--- config.mk ---
export PLATFORM = sky130hd
export DESIGN_NAME = green_interp_ctrl
export DESIGN_NICKNAME = d
export VERILOG_FILES = /design/src/rtl/cfa_pkg.sv /design/src/rtl/green_serial_div.sv /design/src/rtl/green_interp_ctrl.sv
export SDC_FILE = /design/constraint.sdc
export NUM_CORES = 1
export LEC_CHECK = 0
export ABC_CLOCK_PERIOD_IN_PS = 18700
export BUFFER_PORTS_ARGS = -buffer_cell sky130_fd_sc_hd__buf_2
export CORE_MARGIN = 5
export CORE_UTILIZATION = 55
export CTS_CLUSTER_SIZE = 28
export DETAILED_ROUTE_END_ITERATION = 12
export PLACE_DENSITY = 0.72
export SYNTH_ARGS = -nofsm -noshare
export SYNTH_HDL_FRONTEND = slang
export SYNTH_SLANG_ARGS = --single-unit
--- constraint.sdc ---
create_clock -name clk -period 18.7 [get_ports clk]
set_clock_uncertainty 0.2 [all_clocks]
set_input_delay 3.74 -clock clk [delete_from_list [all_inputs] [get_ports clk]]
set_output_delay 3.74 -clock clk [all_outputs]
set_load 0.03 [all_outputs]
--- src/rtl/cfa_pkg.sv ---
// ============================================================================
// Module  : cfa_pkg
// Brief   : Shared CFA defaults, width derivations, FSM codes and pixel clamp.
// Revision: 1.0
// ============================================================================
`default_nettype none

package cfa_pkg;

    localparam int c_PW_DEFAULT = 12;
    localparam int c_WW_DEFAULT = 8;

    function automatic int calc_numw(input int pw, input int ww);
        return pw + ww + 2;
    endfunction

    function automatic int calc_divw(input int ww);
        return ww + 1;
    endfunction

    localparam logic [2:0] c_ST_IDLE = 3'd0;
    localparam logic [2:0] c_ST_CALC = 3'd1;
    localparam logic [2:0] c_ST_SEL  = 3'd2;
    localparam logic [2:0] c_ST_DIV  = 3'd3;
    localparam logic [2:0] c_ST_OUT  = 3'd4;

    // Saturate a signed value into the unsigned range [0, 2^pw-1].
    function automatic logic [31:0] clamp_pix(input logic signed [31:0] val, input int pw);
        logic signed [31:0] max_v;
        max_v = (32'sd1 <<< pw) - 32'sd1;
        if (val < 0) begin
            return '0;
        end else if (val > max_v) begin
            return max_v;
        end else begin
            return val;
        end
    endfunction

endpackage

`default_nettype wire

--- src/rtl/green_serial_div.sv ---
// ============================================================================
// Module  : green_serial_div
// Brief   : Restoring unsigned divider, one quotient bit per cycle.
// Revision: 1.0
// ============================================================================
`default_nettype none

module green_serial_div #(
    parameter int NUMW = 22,
    parameter int DIVW = 9
) (
    input  logic            clk,
    input  logic            rst,
    input  logic            start,
    input  logic [NUMW-1:0] dividend,
    input  logic [DIVW-1:0] divisor,
    output logic            busy,
    output logic            done,
    output logic [NUMW-1:0] quotient
);

    localparam int c_CNTW = $clog2(NUMW + 1);

    logic [DIVW-1:0] r_rem_q,  w_rem_d;
    logic [NUMW-1:0] r_quot_q, w_quot_d;
    logic [c_CNTW-1:0] r_cnt_q, w_cnt_d;
    logic            r_busy_q, w_busy_d;
    logic            r_done_q, w_done_d;

    logic [DIVW-1:0] w_src_rem;
    logic [NUMW-1:0] w_src_quot;
    logic [DIVW:0]   w_shift;
    logic [DIVW:0]   w_sub;
    logic            w_ge;

    // The start cycle already performs the first step, so a full division
    // finishes NUMW-1 cycles after the load edge.
    always_comb begin
        w_src_rem  = r_busy_q ? r_rem_q  : '0;
        w_src_quot = r_busy_q ? r_quot_q : dividend;
        w_shift    = {w_src_rem, w_src_quot[NUMW-1]};
        w_ge       = (w_shift >= {1'b0, divisor});
        w_sub      = w_shift - {1'b0, divisor};
    end

    always_comb begin
        w_rem_d  = r_rem_q;
        w_quot_d = r_quot_q;
        w_cnt_d  = r_cnt_q;
        w_busy_d = r_busy_q;
        w_done_d = 1'b0;
        if (r_busy_q) begin
            w_rem_d  = w_ge ? w_sub[DIVW-1:0] : w_shift[DIVW-1:0];
            w_quot_d = {w_src_quot[NUMW-2:0], w_ge};
            w_cnt_d  = r_cnt_q - c_CNTW'(1);
            if (r_cnt_q == c_CNTW'(1)) begin
                w_busy_d = 1'b0;
                w_done_d = 1'b1;
            end
        end else if (start) begin
            w_rem_d  = w_ge ? w_sub[DIVW-1:0] : w_shift[DIVW-1:0];
            w_quot_d = {w_src_quot[NUMW-2:0], w_ge};
            w_cnt_d  = c_CNTW'(NUMW - 1);
            w_busy_d = (NUMW > 1);
            w_done_d = (NUMW == 1);
        end
    end

    always_ff @(posedge clk) begin
        if (rst) begin
            r_rem_q  <= '0;
            r_quot_q <= '0;
            r_cnt_q  <= '0;
            r_busy_q <= 1'b0;
            r_done_q <= 1'b0;
        end else begin
            r_rem_q  <= w_rem_d;
            r_quot_q <= w_quot_d;
            r_cnt_q  <= w_cnt_d;
            r_busy_q <= w_busy_d;
            r_done_q <= w_done_d;
        end
    end

    assign busy     = r_busy_q;
    assign done     = r_done_q;
    assign quotient = r_quot_q;

endmodule

`default_nettype wire

--- src/rtl/green_interp_ctrl.sv ---
// ============================================================================
// Module  : green_interp_ctrl
// Brief   : Green-at-R/B interpolation sequencer: directional select or
//           weighted average on a shared serial divider. Option macro:
//           GREEN_ROUND_EN (round magnitude half away from zero).
// Revision: 1.0
// ============================================================================
`default_nettype none

module green_interp_ctrl
    import cfa_pkg::*;
#(
    parameter int PIXEL_BIT_WIDTH  = c_PW_DEFAULT,
    parameter int WEIGHT_BIT_WIDTH = c_WW_DEFAULT
) (
    input  logic                        clk,
    input  logic                        rst,
    input  logic                        in_valid,
    output logic                        in_ready,
    input  logic [WEIGHT_BIT_WIDTH-1:0] h,
    input  logic [WEIGHT_BIT_WIDTH-1:0] v,
    input  logic [WEIGHT_BIT_WIDTH-1:0] threshold,
    input  logic signed [PIXEL_BIT_WIDTH:0] Gh,
    input  logic signed [PIXEL_BIT_WIDTH:0] Gv,
    output logic                        out_valid,
    input  logic                        out_ready,
    output logic [PIXEL_BIT_WIDTH-1:0]  green,
    output logic [1:0]                  out_dir
);

    localparam int c_PW   = PIXEL_BIT_WIDTH;
    localparam int c_WW   = WEIGHT_BIT_WIDTH;
    localparam int c_NUMW = calc_numw(c_PW, c_WW);
    localparam int c_DIVW = calc_divw(c_WW);
    localparam int c_CMPW = (2 * c_WW > c_WW + 8) ? 2 * c_WW : c_WW + 8;

    logic [2:0] r_state_q, w_state_d;

    logic [c_WW-1:0]          r_h_q,   w_h_d;
    logic [c_WW-1:0]          r_v_q,   w_v_d;
    logic [c_WW-1:0]          r_thr_q, w_thr_d;
    logic signed [c_PW:0]     r_gh_q,  w_gh_d;
    logic signed [c_PW:0]     r_gv_q,  w_gv_d;
    logic signed [c_NUMW-1:0] r_num_q, w_num_d;
    logic [c_DIVW-1:0]        r_div_q, w_div_d;
    logic [1:0]               r_dir_q, w_dir_d;
    logic [c_PW-1:0]          r_green_q, w_green_d;

    logic [c_CMPW-1:0]        w_lhs_h, w_rhs_h, w_lhs_v, w_rhs_v;
    logic                     w_cond_h, w_cond_v;
    logic signed [c_NUMW-1:0] w_num;
    logic [c_DIVW-1:0]        w_div;
    logic signed [c_PW+1:0]   w_sum, w_avg;
    logic                     w_num_neg;
    logic [c_NUMW-1:0]        w_mag, w_dividend, w_quot;
    logic signed [c_NUMW-1:0] w_q_signed;
    logic                     w_div_start, w_div_busy, w_div_done;

    // Directional tests compare threshold*w against the other weight in 8.8.
    always_comb begin
        w_lhs_h  = c_CMPW'((2 * c_WW)'(r_thr_q) * (2 * c_WW)'(r_h_q));
        w_rhs_h  = c_CMPW'({r_v_q, 8'h00});
        w_lhs_v  = c_CMPW'((2 * c_WW)'(r_thr_q) * (2 * c_WW)'(r_v_q));
        w_rhs_v  = c_CMPW'({r_h_q, 8'h00});
        w_cond_h = (w_lhs_h > w_rhs_h);
        w_cond_v = (w_lhs_v > w_rhs_v);
        w_num    = c_NUMW'(r_gv_q) * $signed(c_NUMW'(r_h_q))
                 + c_NUMW'(r_gh_q) * $signed(c_NUMW'(r_v_q));
        w_div    = c_DIVW'(r_h_q) + c_DIVW'(r_v_q);
        w_sum    = (c_PW + 2)'(r_gh_q) + (c_PW + 2)'(r_gv_q);
        w_avg    = w_sum >>> 1;
    end

    always_comb begin
        w_num_neg = r_num_q[c_NUMW-1];
        w_mag     = w_num_neg ? c_NUMW'(-r_num_q) : c_NUMW'(r_num_q);
`ifdef GREEN_ROUND_EN
        w_dividend = w_mag + c_NUMW'(r_div_q >> 1);
`else
        w_dividend = w_mag;
`endif
        w_q_signed = w_num_neg ? -$signed(w_quot) : $signed(w_quot);
    end

    green_serial_div #(
        .NUMW (c_NUMW),
        .DIVW (c_DIVW)
    ) u_div (
        .clk      (clk),
        .rst      (rst),
        .start    (w_div_start),
        .dividend (w_dividend),
        .divisor  (r_div_q),
        .busy     (w_div_busy),
        .done     (w_div_done),
        .quotient (w_quot)
    );

    always_ff @(posedge clk) begin
        if (rst) begin
            r_state_q <= c_ST_IDLE;
        end else begin
            r_state_q <= w_state_d;
        end
    end

    always_comb begin
        w_state_d = r_state_q;
        case (r_state_q)
            c_ST_IDLE: if (in_valid) w_state_d = c_ST_CALC;
            c_ST_CALC: begin
                if ((w_cond_h ^ w_cond_v) || (w_div == '0)) begin
                    w_state_d = c_ST_SEL;
                end else begin
                    w_state_d = c_ST_DIV;
                end
            end
            c_ST_SEL:  w_state_d = c_ST_OUT;
            c_ST_DIV:  if (w_div_done) w_state_d = c_ST_OUT;
            c_ST_OUT:  if (out_ready) w_state_d = c_ST_IDLE;
            default:   w_state_d = c_ST_IDLE;
        endcase
    end

    // Start only in the first DIV cycle: afterwards the divider is busy or done.
    always_comb begin
        in_ready    = (r_state_q == c_ST_IDLE);
        out_valid   = (r_state_q == c_ST_OUT);
        w_div_start = (r_state_q == c_ST_DIV) && !w_div_busy && !w_div_done;
    end

    always_comb begin
        w_h_d     = r_h_q;
        w_v_d     = r_v_q;
        w_thr_d   = r_thr_q;
        w_gh_d    = r_gh_q;
        w_gv_d    = r_gv_q;
        w_num_d   = r_num_q;
        w_div_d   = r_div_q;
        w_dir_d   = r_dir_q;
        w_green_d = r_green_q;
        case (r_state_q)
            c_ST_IDLE: begin
                if (in_valid) begin
                    w_h_d   = h;
                    w_v_d   = v;
                    w_thr_d = threshold;
                    w_gh_d  = Gh;
                    w_gv_d  = Gv;
                end
            end
            c_ST_CALC: begin
                w_num_d = w_num;
                w_div_d = w_div;
                w_dir_d = {w_cond_h, w_cond_v};
            end
            c_ST_SEL: begin
                case (r_dir_q)
                    2'b01:   w_green_d = c_PW'(clamp_pix(32'(r_gh_q), c_PW));
                    2'b10:   w_green_d = c_PW'(clamp_pix(32'(r_gv_q), c_PW));
                    default: w_green_d = c_PW'(clamp_pix(32'(w_avg), c_PW));
                endcase
            end
            c_ST_DIV: begin
                if (w_div_done) begin
                    w_green_d = c_PW'(clamp_pix(32'(w_q_signed), c_PW));
                end
            end
            default: ;
        endcase
    end

    always_ff @(posedge clk) begin
        if (rst) begin
            r_h_q     <= '0;
            r_v_q     <= '0;
            r_thr_q   <= '0;
            r_gh_q    <= '0;
            r_gv_q    <= '0;
            r_num_q   <= '0;
            r_div_q   <= '0;
            r_dir_q   <= '0;
            r_green_q <= '0;
        end else begin
            r_h_q     <= w_h_d;
            r_v_q     <= w_v_d;
            r_thr_q   <= w_thr_d;
            r_gh_q    <= w_gh_d;
            r_gv_q    <= w_gv_d;
            r_num_q   <= w_num_d;
            r_div_q   <= w_div_d;
            r_dir_q   <= w_dir_d;
            r_green_q <= w_green_d;
        end
    end

    assign green   = r_green_q;
    assign out_dir = r_dir_q;

endmodule

`default_nettype wire

# Word level (Yosys, flattened, before mapping)

Cells that the tools add are included.

Add/sub/neg operators: 7
Multiply operators: 4
$lt $le $gt $ge: 11
Eq/ne operators: 10
Mux-type cells: 31
Bitwise operators: 2
Reductions and logical operators: 13

Operator list:

| operator             | count |
|---|---|
| $mux 22              | 5 |
| $mux 12              | 9 |
| $pmux 12 s2          | 2 |
| $mul 13x9->22        | 2 |
| $neg 22->22          | 2 |
| $gt 13x13->1 const B | 3 |
| $lt 13x1->1 const B  | 3 |
| $mux 9               | 4 |
| $gt 16x16->1         | 2 |
| $mul 8x8->16         | 2 |
| $add 22x22->22       | 1 |
| $gt 22x13->1 const B | 1 |
| $lt 22x1->1 const B  | 1 |
| $pmux 3 s5           | 1 |
| $add 13x13->14       | 1 |
| $ge 10x9->1          | 1 |
| $mux 5               | 2 |
| $add 8x8->9          | 1 |
| $logic_not 9->1      | 1 |
| $mux 3               | 3 |
| $sub 9x9->9          | 1 |
| $eq 3x2->1 const B   | 2 |
| $eq 5x1->1 const B   | 1 |
| $mux 1               | 5 |
| 17 further kinds     | 22 |

Register bits after elaboration: 136
Bits of input ports: 54
Output and inout port bits: 16
Word-level logic and storage cells: 93

# Depth between registers and ports, before layout

Depth in word-level cells: 7
Mapped depth: 26
Gate-level depth less buffers: 25

# Hierarchy

A second synthesis with hierarchy kept.

Cell total of the unflattened synthesis: 2406
Area, all modules: 20199.4 um2

By module, submodules not included:

| module            | times used | cells an instance | area an instance (um2) | seq. area each (um2) |
|---|---|---|---|---|
| green_interp_ctrl | 1          | 2145              | 18039.8                | 1961.9 |
| green_serial_div  | 1          | 261               | 2159.6                 | 760.7 |

# Worst setup path before layout

Ideal clock, no wire load.

Path type: reg2reg
From: register r_v_q[0]
To: register r_num_q[20]
Setup time: 0.058 ns
Arrival time: 5.625 ns
Required time: 18.442 ns
Setup slack: 12.817 ns
Cell stages (with the launch flop): 19
Path buffers: 1
Period minus slack after synthesis: 5.883 ns
Path through: dfxtp_1 clkbuf_1 nand2_1 fa_1 fa_1 fa_1 fa_1 fa_1 inv_1 fa_1 ha_1 a21o_1 nand2_1 a2bb2oi_1 nand2_1 o41ai_1 o21ai_0 nor4b_1 a211o_1

Word-level cells in the longest chain between the ends: 2

Ends and longest elaborated chain:

| what                   | RTL line                 | RTL |
|---|---|---|
| from (decl)            | green_interp_ctrl.sv:40  | `logic [c_WW-1:0] r_v_q, w_v_d;` |
| from (signal assigned) | green_interp_ctrl.sv:186 | `r_v_q <= w_v_d;` |
| $mul 13x9->22          | green_interp_ctrl.sv:68  | `+ c_NUMW'(r_gh_q) * $signed(c_NUMW'(r_v_q));` |
| $add 22x22->22         | green_interp_ctrl.sv:68  |  |
| to (signal assigned)   | green_interp_ctrl.sv:190 | `r_num_q <= w_num_d;` |
| to (decl)              | green_interp_ctrl.sv:44  | `logic signed [c_NUMW-1:0] r_num_q, w_num_d;` |

No other way between the ends.
A chain may end at the register's enable or synchronous reset.

# Worst setup path in the final report

From: register r_v_q[2]
To: register r_num_q[20]

The elaborated chain is that of the path after synthesis.

==> impl_results.md <==
- Outcome: complete, no violations
- Final setup fails: 0
- Fin. max-slew vios: 0
- Most frequent cells in the layout: inv_1, nand2_1, fa_1
- Initial antenna violation count: 0
- Sink Count: ~140
- GRT Total Usage: between 20% and 30%
- Critical path arrival: about 7.1 ns
- Fin cells: 2876
- Die Ht: around 200 um
- Initial Util: around 56%
- Final wirelength: 51.0 mm
- Sum Neg Setup Slack: 0 ns
- Hold Path Sink: u_div.r_rem_q[8]$_SDFFE_PP0P_
- Post-synth EDFFs: 0
- Tmin final: approximately 6.9 ns
- Worst VDD drop: approximately 0.060 mV
- # DRC: 0
- Worst-Margin Slew: 1.18 ns
- I/O pin count: 70
- Final Power: roughly 0.0018 W
- Syn Area/Cell: a little over 8 um^2
- Distinct cells, synth: 62
- Drt wl/cell: 17.7 um
- Flops & latches, synth: around 140
- First-pass GRT wire length: around 86 mm
- Initial DRC Count: a little over 1000
- Htree depth: 4
- CTS Buffer Depth: 2
- Hpwl dp: 38.7 mm
- Pin count of the biggest net entering global routing: 78
- Critical register-to-register path endpoint: r_num_q[20]$_SDFFE_PP0P_
- Max Cap Viol: 0
- Worst skew pair latency: 0.46 ns
- HP Class: register to register
- Crit Path Max Fanout: 24
- WHS Path Cells: 2
- CTS Hold Bufs: 0
- Placement row count: 69
- Initial DRT Pass Iterations: 6
- Setup CP Type: register to register
- Syn nets: around 3000
- RR Startpoint: r_v_q[2]$_SDFFE_PP0P_
- Synth Warn #: 0
- RSZ-0062 raised after global routing: false
- NumNets Final: ~3000
- Fmax achieved: 145 MHz
- Main synth FF type: dfxtp_1
- Pwr Density: around 84 nW/um^2
- Final-report hold violation count: 0
- Share of cells above drive strength 1: ~5.5%
- Post_cts resized: 0
- Die width: between 200 and 250 um
- Drt via density: around 5.7
- Placed cell count: between 2000 and 3000
- Via count: 16292
- Cell area after synthesis: roughly 20000 um^2
- Worst Hold Launch: u_div.r_rem_q[8]$_SDFFE_PP0P_
- CP Capture Type: register
- TritonCTS clock tree: done
- GRT overflow: 0
- Data required, critical path: 18.89 ns
- Reg2reg path depth: 18
- Register area share after synthesis: between 10% and 20%
- Leak: 9.87 nW
- Hold_ws: 0.256 ns
- Crit path launch type: register
- Post-Synthesis Cells: between 2000 and 2500
- Clock root cell: clkbuf_16
- Setup Buffers After CTS: 0
- Clk slew on worst S/H paths: 0.06 ns
- Core Region: 35700 um^2
- Final period utilization: 36.8%
- Commonest non-fill, non-tap cell in the layout: inv_1
- Area Overhead vs Synth: 5.89%
- Reg-to-reg slack, setup: 11.81 ns
- TritonCTS Buffers: 17
- Antenna viol nets, final: 0
- Buffers on Ports: 69
- Antenna diode count: 0
- Post-synth ARST share: 0%
- Die area: 40200 um^2
- Vias in the first global route: roughly 17000
- GP Congestion: 0.918
- Max-Slew Margin vs Limit: 21.5%
state kept, by name (all words and copies together), names as in the netlist, 2 cells and up:
signal and count:
r_div_q 9, r_gh_q 13, u_div.r_rem_q 9, r_gv_q 13
r_state_q 3, green 12, r_thr_q 8, r_v_q 8
r_num_q 22, r_h_q 8, out_dir 2, u_div.r_cnt_q 5
u_div.quotient 22
cells in the mapped netlist, drive strengths merged, types with 4 or more instances:
cell    number  area share (%)
o21bai       9            0.34
o211ai       8            0.30
or2          4            0.13
nor4         8            0.28
a311oi      12            0.53
inv        373             7.0
a22oi       14            0.53
xor2        30             1.3
ha         204              13
a21o        11            0.41
or3         12            0.43
nand4        9            0.28
or4          6            0.24
buf          5            0.14
o21ai       72             1.8
mux2i        4            0.20
o22ai        4            0.13
and3         9            0.28
a31oi        7            0.22
nor2       118             2.2
nand2      331             6.2
fa         276              28
o41ai       10            0.48
o21a        11            0.41
nand3       18            0.45
clkbuf     124             2.3
nor3        31            0.78
nor2b       13            0.41
nand4b       4            0.18
o31ai        9            0.41
nand2b      10            0.31
a21oi      170             4.3
a211oi      37             1.4
and2       229             7.2
xnor2       65             2.9
dfxtp      136              14
nor3b        5            0.19
worst max path at each step:
stage,cells past startpoint,start,slack [ns],to
2_1_floorplan,18,r_v_q[0]$_SDFFE_PP0P_,12.82,r_num_q[20]$_SDFFE_PP0P_
3_3_place_gp,22,r_v_q[6]$_SDFFE_PP0P_,12.10,r_state_q[0]$_SDFFE_PP0P_
3_5_place_dp,19,r_v_q[2]$_SDFFE_PP0P_,11.94,r_num_q[20]$_SDFFE_PP0P_
4_1_cts,19,r_v_q[2]$_SDFFE_PP0P_,11.88,r_num_q[20]$_SDFFE_PP0P_
5_1_grt,22,r_v_q[3]$_SDFFE_PP0P_,11.45,r_state_q[0]$_SDFFE_PP0P_
6_report,18,r_v_q[2]$_SDFFE_PP0P_,11.81,r_num_q[20]$_SDFFE_PP0P_
critical path: stages, from the launching register on:
cell,delay (ns)
dfxtp_1,1.10
and2_1,0.26
fa_1,0.55
fa_1,0.53
inv_1,0.05
fa_1,0.55
fa_1,0.44
fa_1,0.49
inv_1,0.05
fa_1,0.44
ha_1,0.38
nand3_1,0.18
nor2_1,0.09
a2bb2oi_1,0.17
nand2_1,0.13
o41ai_1,0.52
o21ai_0,0.22
nor4b_1,0.31
a211o_1,0.15
routing by layer:
layer / routed length (um) / part of all wire, % / global-route usage [%]
met4: 1800 / 3.5 / 9.76
met1: 21800 / 43 / 34.3
met5: 0 / 0 / 0
met2: 24700 / 48 / 44.0
met3: 2760 / 5.4 / 3.68
logic make-up after synthesis:
| logic type | Yosys count | share of synthesized area (%) |
|---|---|---|
| AND/OR/NAND/NOR | 811 | 19.7 |
| buffers and inverters | 502 | 9.49 |
| adder cells (fa/ha/maj) | 480 | 40.5 |
| AO/OA/AOI/OAI | 397 | 12.2 |
| flip-flops | 136 | 13.6 |
| XOR/XNOR | 95 | 4.17 |
| multiplexers | 5 | 0.276 |
final cells by class:
cell class / instances / area, um^2
Tap cell: 461 / 577
Multi-Input combinational cell: 1788 / 15400
Timing Repair Buffer: 86 / 475
Inverter: 373 / 1400
Sequential cell: 136 / 2720
Clock buffer: 20 / 447
Clock inverter: 12 / 165
Fill cell: 3238 / 14600
where the power goes:
part	leakage [nW]	switching [W]	internal [W]
logic	8.47	0.000574	0.000356
clock network	0.294	0.000148	0.000215
registers	1.11	0.000129	0.000343
through the flow:
step	worst slack [ns]	instance area, um^2	util (%)
after floorplan	12.82	20000	-
after global placement	12.10	20500	57.4
after detailed placement	11.94	20500	57.4
after CTS	11.88	21100	59.1
after global routing	11.45	21100	59.1
final	11.81	21100	59.1
Note: power is estimated with default switching activity, not from simulation.
